## config.mk

```make
export PLATFORM = sky130hd
export DESIGN_NAME = pwm_timer_mc_flat
export DESIGN_NICKNAME = d
export VERILOG_FILES = /design/src/rtl/pwm_timer_mc_if.sv /design/src/rtl/pwm_timer_mc.sv /design/src/flat_wrapper.sv
export SDC_FILE = /design/constraint.sdc
export NUM_CORES = 1
export LEC_CHECK = 0
export ABC_AREA = 1
export CAP_MARGIN = 20
export CELL_PAD_IN_SITES_DETAIL_PLACEMENT = 1
export CELL_PAD_IN_SITES_GLOBAL_PLACEMENT = 1
export CORE_MARGIN = 2
export CORE_UTILIZATION = 35
export CTS_CLUSTER_DIAMETER = 30
export DETAILED_ROUTE_END_ITERATION = 7
export HOLD_SLACK_MARGIN = 0.15
export PLACE_DENSITY_LB_ADDON = 0.25
export SYNTH_ARGS = -nofsm -noshare
export SYNTH_HDL_FRONTEND = slang
export SYNTH_SLANG_ARGS = --single-unit
```

## constraint.sdc

```tcl
create_clock -name CLK -period 11.09 [get_ports CLK]
set_input_delay 2.218 -clock CLK [delete_from_list [all_inputs] [get_ports CLK]]
set_output_delay 2.218 -clock CLK [all_outputs]
set_load 0.05 [all_outputs]
```

## src/rtl/pwm_timer_mc_if.sv

```systemverilog
// pwm_timer_mc_if: configuration inputs and PWM outputs of the multi-channel PWM timer
interface pwm_timer_mc_if #(
    parameter int CNT_W = 27,
    parameter int NCH   = 4
);
    logic                 en;
    logic                 load;
    logic                 center_in;
    logic [CNT_W-1:0]     top_in;
    logic [NCH*CNT_W-1:0] cmp_in;
    logic [NCH-1:0]       pol_in;
    logic [NCH-1:0]       pwm;
    logic                 period_pulse;
    logic [CNT_W-1:0]     cnt;
    modport master (output en, load, center_in, top_in, cmp_in, pol_in, input pwm, period_pulse, cnt);
    modport slave  (input en, load, center_in, top_in, cmp_in, pol_in, output pwm, period_pulse, cnt);
endinterface

```

## src/rtl/pwm_timer_mc.sv

```systemverilog
// pwm_timer_mc: shared edge/centre-aligned period counter with NCH double-buffered compare channels
module pwm_timer_mc #(
    parameter int CNT_W = 27,
    parameter int NCH   = 4
) (
    input logic             CLK,
    input logic             RST,
    pwm_timer_mc_if.slave   bus
);
    typedef enum logic {UP, DOWN} dir_t;
    localparam logic [CNT_W-1:0] ONE = {{(CNT_W-1){1'b0}}, 1'b1};
    dir_t                 dir, dir_nx;
    logic [CNT_W-1:0]     cnt_q, cnt_nx, top_act, top_sh;
    logic [NCH*CNT_W-1:0] cmp_act, cmp_sh;
    logic [NCH-1:0]       pol_act, pol_sh;
    logic                 ctr_act, ctr_sh, pend, en_q, pulse, bnd, xfer;

    // next count/direction; a boundary restarts at 0 going up, a top reached in centre mode turns down
    always_comb begin
        bnd = ctr_act ? (cnt_q > top_act || (cnt_q == top_act && top_act <= ONE) || (dir == DOWN && cnt_q == ONE))
                      : (cnt_q >= top_act);
        xfer = (!bus.en || bnd) && (pend || bus.load);
        cnt_nx = cnt_q + ONE;
        dir_nx = dir;
        if (!bus.en || bnd) begin
            cnt_nx = '0;
            dir_nx = UP;
        end else if (ctr_act && (dir == DOWN || cnt_q == top_act)) begin
            cnt_nx = cnt_q - ONE;
            dir_nx = DOWN;
        end
    end

    // counter, direction, shadow and active register updates
    always_ff @(posedge CLK or posedge RST) begin
        if (RST) begin
            cnt_q   <= '0;
            dir     <= UP;
            en_q    <= 1'b0;
            pulse   <= 1'b0;
            pend    <= 1'b0;
            top_act <= '0;
            cmp_act <= '0;
            pol_act <= '0;
            ctr_act <= 1'b0;
            top_sh  <= '0;
            cmp_sh  <= '0;
            pol_sh  <= '0;
            ctr_sh  <= 1'b0;
        end else begin
            cnt_q <= cnt_nx;
            dir   <= dir_nx;
            en_q  <= bus.en;
            pulse <= bus.en && bnd;
            if (bus.load) begin
                top_sh <= bus.top_in;
                cmp_sh <= bus.cmp_in;
                pol_sh <= bus.pol_in;
                ctr_sh <= bus.center_in;
            end
            if (xfer) begin
                top_act <= bus.load ? bus.top_in : top_sh;
                cmp_act <= bus.load ? bus.cmp_in : cmp_sh;
                pol_act <= bus.load ? bus.pol_in : pol_sh;
                ctr_act <= bus.load ? bus.center_in : ctr_sh;
                pend    <= 1'b0;
            end else if (bus.load) begin
                pend <= 1'b1;
            end
        end
    end

    // outputs depend on registers only; a disabled timer parks every channel at its inactive level
    for (genvar i = 0; i < NCH; i++) begin : g_ch
        assign bus.pwm[i] = en_q ? ((cnt_q < cmp_act[i*CNT_W +: CNT_W]) ^ pol_act[i]) : pol_act[i];
    end
    assign bus.cnt          = cnt_q;
    assign bus.period_pulse = pulse;
endmodule
```

## src/flat_wrapper.sv

```systemverilog
// flat-port wrapper written by rule: the top's interface ports become plain ports
module pwm_timer_mc_flat 
#(
    parameter int CNT_W = 27,
    parameter int NCH   = 4
)
  (CLK, RST, bus_en, bus_load, bus_center_in, bus_top_in, bus_cmp_in, bus_pol_in, bus_pwm, bus_period_pulse, bus_cnt);
  pwm_timer_mc_if #(.CNT_W(CNT_W), .NCH(NCH)) bus_i ();
  input logic CLK;
  input logic RST;
  input wire logic [$bits(bus_i.en)-1:0] bus_en;
  input wire logic [$bits(bus_i.load)-1:0] bus_load;
  input wire logic [$bits(bus_i.center_in)-1:0] bus_center_in;
  input wire logic [$bits(bus_i.top_in)-1:0] bus_top_in;
  input wire logic [$bits(bus_i.cmp_in)-1:0] bus_cmp_in;
  input wire logic [$bits(bus_i.pol_in)-1:0] bus_pol_in;
  output wire logic [$bits(bus_i.pwm)-1:0] bus_pwm;
  output wire logic [$bits(bus_i.period_pulse)-1:0] bus_period_pulse;
  output wire logic [$bits(bus_i.cnt)-1:0] bus_cnt;
  assign bus_i.en = bus_en;
  assign bus_i.load = bus_load;
  assign bus_i.center_in = bus_center_in;
  assign bus_i.top_in = bus_top_in;
  assign bus_i.cmp_in = bus_cmp_in;
  assign bus_i.pol_in = bus_pol_in;
  assign bus_pwm = bus_i.pwm;
  assign bus_period_pulse = bus_i.period_pulse;
  assign bus_cnt = bus_i.cnt;
  pwm_timer_mc #(.CNT_W(CNT_W), .NCH(NCH)) u_core (.CLK(CLK), .RST(RST), .bus(bus_i));
endmodule
```

# --- Word-level counts from Yosys, hierarchy flattened ---
# Index checks and enable logic that the tools add are counted.
totals:
  register_bits: 311
  input_bits: 144
  output_inout_bits: 32
  elab_cells: 56
classes:
  addsub: 2
  order_cmp: 7
  eq_ne: 2
  mux: 15
  bitwise_logic: 4
  reduce_logical: 13
ops:
  columns: ["operator", "n"]
  rows:
  - ["$lt A27 B27 Y1", 4]
  - ["$mux W108", 1]
  - ["$mux W27", 3]
  - ["$add A27 B1 Y27 const B", 1]
  - ["$eq A27 B1 Y1 const B", 1]
  - ["$eq A27 B27 Y1", 1]
  - ["$ge A27 B27 Y1", 1]
  - ["$gt A27 B27 Y1", 1]
  - ["$le A27 B1 Y1 const B", 1]
  - ["$sub A27 B1 Y27 const B", 1]
  - ["$mux W1", 10]
  - ["$logic_and A1 B1 Y1", 5]
  - ["$logic_or A1 B1 Y1", 5]
  - ["$mux W4", 1]
  - ["$reduce_bool A2 Y1", 2]
  - ["$xor A1 B1 Y1", 4]
  - ["$logic_not A1 Y1", 1]

# --- Longest topological paths before layout ---
logic_depth:
  ltp_word: 8
  mapped_depth: 17
  ltp_nobuf: 15

# --- Worst setup path after synthesis ---
# OpenSTA, ideal clock, no wires.
synth_path:
  kind: "reg2out"
  startpoint: "register u_core.cnt_q[14] (netlist: u_core.bus.cnt[14])"
  endpoint: "output port bus_pwm[2]"
  arrival_time_ns: 2.156
  required_time_ns: 8.872
  setup_slack_ns: 6.716
  path_stages_with_launch: 11
  n_path_buf: 0
  path_cell_list: "dfrtp_1 -> ha_1 -> a21oi_1 -> o21ai_0 -> nand2_1 -> nand3_1 -> a21oi_1 -> nand3b_1 -> nand2_1 -> nand2_1 -> nand2_1"
synth_between:
  elab_chain_cells: 3
synth_lines:
  columns: ["element", "line_no", "rtl"]
  rows:
  - ["start, declared", "pwm_timer_mc.sv:13", "logic [CNT_W-1:0] cnt_q, cnt_nx, top_act, top_sh;"]
  - ["start signal, assigned", "pwm_timer_mc.sv:51", "cnt_q <= cnt_nx;"]
  - ["$lt A27 B27 Y1", "pwm_timer_mc.sv:75", "assign bus.pwm[i] = en_q ? ((cnt_q < cmp_act[i*CNT_W +: CNT_W]) ^ pol_act[i]) : pol_act[i];"]
  - ["$xor A1 B1 Y1", "pwm_timer_mc.sv:75", null]
  - ["$mux W1", "pwm_timer_mc.sv:75", null]
  - ["end, declared", "flat_wrapper.sv:17", "output wire logic [$bits(bus_i.pwm)-1:0] bus_pwm;"]
# Every way passes these cells.

# --- Worst setup path in the final report ---
layout_path:
  startpoint: "register u_core.cnt_q[14] (netlist: u_core.bus.cnt[14])"
  endpoint: "output port bus_pwm[0]"
# Same word-level chain as after synthesis.

==> parameters.txt <==
Parameter                              Value

Clock network
  Clock latency at the later pin of the worst-skew pair    a little over 0.6 ns
  CTS hold repair buffers    0
  H-tree depth    3
  Root Buffer    clkbuf_16
  Clock Path Buffers    3
  Number of clock sinks    311
  CTS clk-pin slew, worst paths    around 0.04 ns
  Quantity of gates resized following cts    0
  CTS tree    done
  Buffer count from post-CTS setup fixing    0
  Number of buffers inserted during clock tree synthesis    81

STA
  RSZ-0062 raised after global routing    false
  Ratio of final minimum period to clock period    between 50% and 60%
  Remaining max-slew budget at the tightest pin    about 34%
  Hold violation count in the final report    0
  Pin slew with the least headroom to its limit    between 0.9 and 1 ns
  Worst path setup slack after routing    between 5 and 6 ns
  Shortest clock period the worst path allows after layout    6.01 ns
  Max Transition Viols Final    0
  Max frequency    between 0.15 and 0.2 GHz
  Endpoints failing setup    0
  Worst-case clock skew    around 0.021 ns
  Worst hold slack    approximately 0.47 ns
  Sum of negative setup slack    0 ns

Logic synthesis
  Register area share after synthesis    46.1%
  Number of nets in the synthesized netlist    between 2000 and 2500
  Flip-flop and latch count after synthesis    a little over 300
  Number of enable-type register cells in the synthesized netlist    0
  Dominant synthesized flop cell    dfrtp_1
  Synthesized area    16900 um^2
  Syn Area/Cell    just under 8 um^2
  Number of distinct library cells after synthesis    35
  Yosys warns    0
  Syn Inst Count    ~2200
  Async set-reset flop share out of synthesis    between 90% and 100%

Global route
  Residual overflow from global routing    0
  Wire length of the first global-routing pass    91500 um
  Maximum number of pins on one net before global-route repair    124
  Initial antenna violation count    0
  Total routing usage reported by global routing    a little under a quarter
  Vias in the first global route    16232

Floorplanning
  Row cnt    80
  Total core area    between 40000 and 50000 um^2
  Horizontal die dimension    224 um
  DIE AREA    approximately 50000 um^2
  Starting utilization of the core area    about 35%
  Die Height    224 um
  Boundary pin count    176

Placed design
  Half-perimeter wire length after placement    39500 um
  Quantity of I/O buffers inserted on ports    ~180
  Pre-CTS worst setup slack    roughly 5.4 ns
  Final weighted congestion in routability-driven placement    roughly 0.85
  Dpl cell area    19100 um^2

Finish
  Share of cells above drive strength 1    under 10%
  Nets    between 2000 and 3000
  Synthesis-to-finish area growth    29.5%
  Util after Layout    a little under half
  Final Cell Area    ~22000 um^2
  Number of inserted diodes    0

Worst setup path
  Sort of element at the start of the critical path    flop
  Maximum net fanout on the critical path    12
  Critical path endpoint category    output pin
  Req. time, crit path    8.87 ns
  Worst Path Arrival    about 3.8 ns
  Reg2Reg Depth    13
  Kind of critical path    flop to output pin

Power and ir drop
  Pint    slightly above 3 mW
  Power per cell area    193 nW/um^2
  Part of the power in registers    31.5%
  Combinational fraction of design power    a little under an eighth
  Leakage power figure    11.5 nW
  Total net switching power    around 1.1 mW
  Switching part of the total power    around 27%
  Clock network power share    about 56%
  Max IR drop VDD    around 0.11 mV

Routing
  Post-detailed-route count of antenna-violating nets    0
  Detailed Route WL    roughly 58000 um
  Via/cell ratio    between 4 and 5
  TritonRoute pass-1 iters    8
  Post-route DRC violation count    2
  Total number of vias    around 15000
  Drt wl/cell    between 15 and 20 um
  Detailed router's first-iteration violation count    ~890

Hold path
  Worst min path class    flop to flop
  Cell depth of the worst min-delay path    2

Run status
  Violated checks    design-rule violations
  Outcome    finished, violations left

Flow run
  Number of max-cap violations    0
## layout make-up
| type | instances | area (um^2) |
|---|---|---|
| clock buffers | 102 | 2240 |
| clock inverters | 48 | 552 |
| fillers | 5698 | 25800 |
| inverters | 195 | 742 |
| multi-input cells | 1583 | 7930 |
| flip-flops and latches | 311 | 7780 |
| well taps | 615 | 769 |
| repair buffers | 190 | 1860 |
## registers in the layout (all words and copies together) (netlist names)
register and cells:
u_core.ctr_act 1, u_core.top_sh 27, u_core.bus.period_pulse 1, u_core.ctr_sh 1
u_core.bus.cnt 27, u_core.cmp_act 108, u_core.pol_sh 4, u_core.cmp_sh 108
u_core.dir 1, u_core.pol_act 4, u_core.en_q 1, u_core.pend 1
u_core.top_act 27
## power groups by stage
| stage | Sequential (mW) | Combinational (mW) | Clock, mW |
|---|---|---|---|
| final | 1.33 | 0.506 | 2.38 |
| after global routing | 1.34 | 0.580 | 2.49 |
| after CTS | 1.33 | 0.514 | 2.42 |
| after detailed placement | 1.34 | 0.507 | 0 |
| after global placement | 1.34 | 0.488 | 0 |
| after floorplan | 1.32 | 0.330 | 0 |
## logic make-up after synthesis
group / Yosys count / synth area share [%]
and+or+nand+nor: 1309 / 31.7
xor gates and xnor gates: 38 / 1.97
adders and majority gates: 134 / 9.93
DFF: 311 / 46.1
buffers and inverters: 290 / 7.13
AOI/OAI and AO/OA: 102 / 3.22
## layer usage
metal | routed length, um | part of all wire [%] | GRT usage (%)
met1 | 27900 | 48 | 32.6
met2 | 26000 | 45 | 37.4
met3 | 2650 | 4.6 | 4.60
met4 | 1160 | 2.0 | 7.51
met5 | 0 | 0 | 0
## metrics by stage
step                      total power [mW]  instances
after global routing                  4.41       3044
after CTS                             4.26       3044
after detailed placement              1.85       2894
final                                 4.21       3044
after floorplan                       1.65       2184
after global placement                1.83       2894
## cells in the final DEF, fill, tap and decap left out, drive strengths merged
cell type	count
xnor2	6
clkdlybuf4s50	174
clkbuf	102
nand4	30
a21o	1
a21oi	65
nand3	182
buf	16
bufinv	9
and3	2
inv	199
or2	1
nor3	30
o21a	4
nand3b	9
o211ai	2
nor2	98
dfrtp	311
ha	134
o21ai	25
clkinv	30
xor2	32
nand2	949
nor3b	4
a21boi	1
o21bai	4
clkinvlp	5
nor4	4
## Yosys cell counts, types with 6 or more instances
cell / number / area share (%)
a21oi_1: 64 / 1.9
nor2_1: 98 / 2.2
dfrtp_1: 311 / 46
xor2_1: 32 / 1.7
inv_1: 193 / 4.3
xnor2_1: 6 / 0.31
nand3_1: 181 / 5.4
nand4_1: 30 / 1.1
nor3_1: 28 / 0.83
buf_6: 10 / 0.67
ha_1: 134 / 9.9
o21ai_0: 25 / 0.74
buf_2: 20 / 0.59
nand3b_1: 9 / 0.40
nand2_1: 948 / 21
clkbuf_1: 61 / 1.4
## path summary, 6_finish.rpt
path,from,to,slack (ns)
min in group asynchronous,RST,u_core.cmp_sh[61],2.20
worst min-delay path,u_core.cmp_act[88],u_core.cmp_act[88],0.47
worst max register to register,u_core.bus.cnt[0],u_core.top_act[4],6.29
worst max-delay path,u_core.bus.cnt[14],bus_pwm[0],5.08
max in group asynchronous,RST,u_core.top_act[20],6.65
worst min register to register,u_core.cmp_act[88],u_core.cmp_act[88],0.47
## worst max-delay path: stages, from the launching register on
cell,delay [ns]
dfrtp_1,0.98
ha_1,0.38
a21oi_1,0.15
o21ai_0,0.10
nand2_1,0.06
nand3_1,0.07
a21oi_1,0.23
nand3b_1,0.13
nand2_1,0.10
nand2_1,0.07
nand2_1,0.12
clkdlybuf4s50_1,0.81
Note: power is estimated with default switching activity, not from simulation.
